### config.mk
export PLATFORM = sky130hd
export DESIGN_NAME = div_unit
export DESIGN_NICKNAME = d
export VERILOG_FILES = /design/src/rtl/instruction_pkg.sv /design/src/rtl/div_step.sv /design/src/rtl/div_unit.sv
export SDC_FILE = /design/constraint.sdc
export NUM_CORES = 1
export LEC_CHECK = 0
export ABC_AREA = 1
export CAP_MARGIN = 5
export CORE_ASPECT_RATIO = 1.2
export CORE_MARGIN = 2
export CORE_UTILIZATION = 25
export CTS_BUF_LIST = sky130_fd_sc_hd__clkbuf_16
export CTS_CLUSTER_DIAMETER = 120
export CTS_CLUSTER_SIZE = 24
export DETAILED_ROUTE_END_ITERATION = 10
export GPL_ROUTABILITY_DRIVEN = 0
export MAX_ROUTING_LAYER = met4
export PLACE_DENSITY = 0.47
export RECOVER_POWER = 50
export SLEW_MARGIN = 15
export SYNTH_ARGS = -nofsm -noshare
export SYNTH_HDL_FRONTEND = slang
export SYNTH_SLANG_ARGS = --single-unit
### constraint.sdc
create_clock -name clk -period 4.8 [get_ports clk]
set_clock_uncertainty 0.2 [all_clocks]
set_input_delay 0.96 -clock clk [delete_from_list [all_inputs] [get_ports clk]]
set_output_delay 0.96 -clock clk [all_outputs]
set_load 0.05 [all_outputs]
### src/rtl/instruction_pkg.sv
// rtl/instruction_pkg.sv - shared types and constants for the divide unit
package instruction_pkg;

   localparam int XLEN  = 32;
   localparam int CNT_W = $clog2(XLEN);

   typedef enum logic [1:0] {
      DIV_OP  = 2'b00,
      DIVU_OP = 2'b01,
      REM_OP  = 2'b10,
      REMU_OP = 2'b11
   } div_op_e;

   typedef enum logic [1:0] {
      IDLE = 2'b00,
      CALC = 2'b01,
      FIX  = 2'b10,
      DONE = 2'b11
   } div_state_e;

   localparam logic [XLEN-1:0] DIV_SIGNED_MIN = {1'b1, {(XLEN-1){1'b0}}};

endpackage

### src/rtl/div_step.sv
// rtl/div_step.sv - one combinational restoring-division step
module div_step
   import instruction_pkg::*;
(
   input  logic [XLEN:0]   rem,
   input  logic [XLEN-1:0] divisor,
   input  logic            next_bit,
   output logic [XLEN:0]   rem_next,
   output logic            q_bit
);

   logic [XLEN+1:0] shifted;

   // The compare runs at full width so the subtract below never needs the top bit.
   assign shifted  = {rem, next_bit};
   assign q_bit    = (shifted >= {2'b00, divisor});
   assign rem_next = shifted[XLEN:0] - (q_bit ? {1'b0, divisor} : {(XLEN+1){1'b0}});

endmodule

### src/rtl/div_unit.sv
// rtl/div_unit.sv - iterative radix-2 divider for DIV/DIVU/REM/REMU
module div_unit
   import instruction_pkg::*;
(
   input  logic            clk,
   input  logic            reset_n,
   input  logic            div_start,
   input  logic [1:0]      div_op,
   input  logic [XLEN-1:0] div_a,
   input  logic [XLEN-1:0] div_b,
   input  logic            div_kill,
   output logic            div_busy,
   output logic            div_wb,
   output logic [XLEN-1:0] div_result
);

   div_state_e       state_q, state_d;
   logic [CNT_W-1:0] count_q, count_d;
   logic [XLEN:0]    rem_q, rem_d;
   logic [XLEN-1:0]  quo_q, quo_d;
   logic [XLEN-1:0]  dvsr_q, dvsr_d;
   logic [XLEN-1:0]  res_q, res_d;
   div_op_e          op_q, op_d;
   logic             sign_q_q, sign_q_d;
   logic             sign_r_q, sign_r_d;

   logic [XLEN:0]    step_rem;
   logic             step_bit;

   // The quotient register doubles as the dividend shifter: its MSB feeds each step.
   div_step u_step (
      .rem      (rem_q),
      .divisor  (dvsr_q),
      .next_bit (quo_q[XLEN-1]),
      .rem_next (step_rem),
      .q_bit    (step_bit)
   );

   always_ff @(posedge clk or negedge reset_n) begin
      if (!reset_n) begin
         state_q  <= IDLE;
         count_q  <= '0;
         rem_q    <= '0;
         quo_q    <= '0;
         dvsr_q   <= '0;
         res_q    <= '0;
         op_q     <= DIV_OP;
         sign_q_q <= 1'b0;
         sign_r_q <= 1'b0;
      end else begin
         state_q  <= state_d;
         count_q  <= count_d;
         rem_q    <= rem_d;
         quo_q    <= quo_d;
         dvsr_q   <= dvsr_d;
         res_q    <= res_d;
         op_q     <= op_d;
         sign_q_q <= sign_q_d;
         sign_r_q <= sign_r_d;
      end
   end

   always_comb begin
      logic            signed_op;
      logic            a_neg;
      logic            b_neg;
      logic [XLEN-1:0] abs_a;
      logic [XLEN-1:0] abs_b;
      logic [XLEN-1:0] q_fix;
      logic [XLEN-1:0] r_fix;

      state_d  = state_q;
      count_d  = count_q;
      rem_d    = rem_q;
      quo_d    = quo_q;
      dvsr_d   = dvsr_q;
      res_d    = res_q;
      op_d     = op_q;
      sign_q_d = sign_q_q;
      sign_r_d = sign_r_q;

      signed_op = ~div_op[0];
      a_neg     = signed_op & div_a[XLEN-1];
      b_neg     = signed_op & div_b[XLEN-1];
      abs_a     = a_neg ? -div_a : div_a;
      abs_b     = b_neg ? -div_b : div_b;
      q_fix     = sign_q_q ? -quo_q : quo_q;
      r_fix     = sign_r_q ? -rem_q[XLEN-1:0] : rem_q[XLEN-1:0];

      case (state_q)
         IDLE: begin
            if (div_start && !div_kill) begin
               op_d     = div_op_e'(div_op);
               dvsr_d   = abs_b;
               quo_d    = abs_a;
               rem_d    = '0;
               count_d  = CNT_W'(XLEN-1);
               sign_q_d = a_neg ^ b_neg;
               sign_r_d = a_neg;
               if (div_b == '0) begin
                  res_d   = div_op[1] ? div_a : '1;
                  state_d = DONE;
               end else if (signed_op && div_a == DIV_SIGNED_MIN && div_b == '1) begin
                  res_d   = div_op[1] ? '0 : DIV_SIGNED_MIN;
                  state_d = DONE;
               end else begin
                  state_d = CALC;
               end
            end
         end
         CALC: begin
            rem_d   = step_rem;
            quo_d   = {quo_q[XLEN-2:0], step_bit};
            count_d = count_q - CNT_W'(1);
            if (count_q == '0) state_d = FIX;
         end
         FIX: begin
            res_d   = op_q[1] ? r_fix : q_fix;
            state_d = DONE;
         end
         DONE: begin
            state_d = IDLE;
         end
         default: state_d = IDLE;
      endcase

      if (div_kill) state_d = IDLE;
   end

   // Kill must be able to cancel a write-back in the DONE cycle itself, so it gates it directly.
   assign div_busy   = (state_q != IDLE);
   assign div_wb     = (state_q == DONE) && !div_kill;
   assign div_result = div_wb ? res_q : '0;

endmodule

==> out/results.txt <==
Hold_buf cts = 0
Cell breakdown of the critical path = ha_1, nand2_1, nor2_1, nand2_1, nor3_1, nand2_1, nand2_1, nor2_1, nand3_1, buf_4, nand2_1, ha_1, nand2_1, o21ai_0, nor2_1, a21oi_1, nand2_1, nand2_1, nand2_1, nand3_1, nand2_1
Largest fanout on the critical path = 18
Slew @ Worst Pin = 2700 ps
Yosys cell types = 49
Die Height = 257 um
Tcrit/Tclk final = 0.932
Hold crit path type = register to register
Reg2reg path depth = 21
Vias = 14800
Residual DRC = 0
R2r setup slk = 320 ps
Synthesis Warnings = 0
FF/Latch Area = 0.00348 mm2
Fin Hold WS = 279 ps
Placement Setup Slack = 449 ps
Antenna diodes = 0
Hold Startpoint = res_q[26]
WL/cell = 18.1 um
Dpl cells = 2985
Worst EP arrival = 4620 ps
Max-slew violation count = 167
CP Capture Type = register
Critical Path RT = 4950 ps
Outcome = finished, violations left
VDD IR-drop max = 0.315 mV
Failing checks = max-capacitance violations, max-slew violations
Chip Width = 215 um
Worst-path clk slew = 70 ps
CP peak stage delay = 480 ps
Synth-to-layout area growth = 17.7%
Max-cap viol count = 3
Final Util = 0.298
PortBufs = 103
Share of cells above drive strength 1 = 0.0549
GR Overflow Total = 0
Final hold vios = 0
Crit Reg-Reg Endpoint = rem_q[29]
Detailed Routing Iterations Pass 1 = 5
Top achievable clock speed = 223 MHz
FILL cells = 5929
Die area = 0.0552 mm2
Final #Nets = 2445
Ports = 104
Drt via density = 4.89
Cell Rows = 92
TNS Setup = 0 ps
DP HPWL = 43.7 mm
Slowest stage cell, crit path = dfrtp_1
Post-cts repair resize count = 0
Pwr/cell area = 708 mW/mm2
Hold EP = res_q[26]
Initial DRC count = 1163
Initial Util = 0.253
Register area share after synthesis = 0.261
First-pass GRT wire length = 84.2 mm
CP Launch Type = register
Placed inst area = 0.0151 mm2
Antenna-violating nets left = 0
WL final = 54.7 mm
Syn Area/Cell = 6.02 um2
Vias in the first global route = 14500
Final setup vio count = 0
Finished Layout Cells = 3017
Clk_lat worst skew = 460 ps
Syn Std Cell Area = 0.0133 mm2
Origin of the critical flop-to-flop path = rem_q[26]
Unrepaired setup endpoints after global routing = false
Fin area = 0.0157 mm2
Cts bufs inserted = 17
Sink Count = 139
Postcts setup bufs = 0
Net Count, Synth = 2358
CTS tree = done
Critical path's most frequent cell = nand2_1
Slew margin rel. = -0.797
Clock Path Buffers = 2
H-tree Lvls = 4
Critical path class = register to register
GR Util All Layers = 0.204
Antenna violations before repair = 0
Pin count of the biggest net entering global routing = 92
Tot Pwr = 11.1 mW
Clk root buf = clkbuf_16
Core region area = 0.0526 mm2
Synthesized instance count = 2212
Multi-input gate area = 0.00855 mm2
Pleak = 7.56 nW
Post-route worst setup slack = 324 ps
Tmin final = 4480 ps
FF+latch count, synth = 139
Hold path cells = 2
power by group:
part | internal [mW] | leakage (nW) | switching [mW]
Combinational | 2.33 | 5.53 | 5.16
Sequential | 1.66 | 1.76 | 0.587
Clock | 0.762 | 0.272 | 0.602
layout make-up:
| cell class | instances | share of cell area |
|---|---|---|
| clock buffer | 17 | 0.0271 |
| tap | 705 | 0.0563 |
| multi-input combinational | 1738 | 0.545 |
| inverter | 267 | 0.0642 |
| clock inverter | 15 | 0.00965 |
| sequential | 139 | 0.222 |
| timing repair buffer | 136 | 0.0755 |
cell families after synthesis:
family	count (synthesis)	share of synthesized area
xor+xnor	34	0.0223
compound gates	405	0.166
flops	139	0.261
buf+inv	335	0.0977
simple gates	1223	0.382
fa+ha+maj	76	0.0719
sequential cells by signal, summed over array words and instances, names as in the netlist:
name,count
count_q,5
sign_r_q,1
dvsr_q,32
sign_q_q,1
rem_q,33
op_q,1
quo_q,32
state_q,2
res_q,32
per-layer routing:
layer,global-route usage,up-vias,share of wire
li1,-,7381,-
met1,0.241,6922,0.43
met2,0.346,362,0.49
met3,0.0196,91,0.035
met4,0.101,0,0.049
met5,-,-,0
critical path, delay by kind of cell (launching register included):
kind	cells	cell delay [ps]
AND/OR/NAND/NOR	16	1900
adder cells (fa/ha/maj)	2	720
AO/OA/AOI/OAI	2	730
flip-flops	1	480
buffers and inverters	1	330
cells in the final DEF (no fill, tap or decap), types with 5 or more instances in the layout:
cell	n
nand2_1	643
nor2_1	291
inv_1	258
o21ai_0	204
nand3_1	194
dfrtp_1	139
a21oi_1	126
ha_1	75
clkdlybuf4s50_1	69
buf_4	62
nand4_1	42
xor2_1	29
o211ai_1	28
nor3_1	18
clkbuf_16	17
nand3b_1	9
o21ai_2	8
o21ai_1	7
inv_2	6
o21a_1	5
and2_1	5
xnor2_1	5
nor2_2	5
or2_2	5
clkinvlp_4	5
how the worst max path moves through the flow:
stage                         start  slack, ps         to
final                     rem_q[26]        320  rem_q[29]
after detailed placement  rem_q[28]        450  rem_q[14]
after floorplan           rem_q[16]       1500  rem_q[26]
after CTS                 rem_q[27]        430  rem_q[14]
after global placement    rem_q[30]        440  rem_q[29]
after global routing      rem_q[30]         20  rem_q[14]
cells in the mapped netlist (all sizes together):
| library cell | count | share of area |
|---|---|---|
| nand2 | 645 | 0.18 |
| nor2 | 298 | 0.086 |
| inv | 263 | 0.074 |
| o21ai | 219 | 0.085 |
| nand3 | 196 | 0.074 |
| dfrtp | 139 | 0.26 |
| a21oi | 127 | 0.048 |
| ha | 75 | 0.070 |
| clkbuf | 45 | 0.013 |
| nand4 | 42 | 0.020 |
| xor2 | 29 | 0.019 |
| o211ai | 28 | 0.016 |
| buf | 23 | 0.0094 |
| nor3 | 18 | 0.0071 |
| nand3b | 9 | 0.0051 |
| or2 | 6 | 0.0028 |
| and2 | 5 | 0.0023 |
| o21a | 5 | 0.0028 |
| xnor2 | 5 | 0.0033 |
| clkinv | 4 | 0.0015 |
| o21bai | 4 | 0.0023 |
| o22ai | 4 | 0.0019 |
| a211oi | 3 | 0.0017 |
| a21o | 3 | 0.0017 |
| a22oi | 3 | 0.0017 |
| nor4 | 3 | 0.0014 |
| a21boi | 2 | 0.0011 |
| a31oi | 2 | 0.00094 |
| o31ai | 2 | 0.0011 |
| a32o | 1 | 0.00075 |
| fa | 1 | 0.0015 |
| nor3b | 1 | 0.00056 |
| o221ai | 1 | 0.00066 |
| o2bb2ai | 1 | 0.00066 |
(Power assumes the default switching activity.)
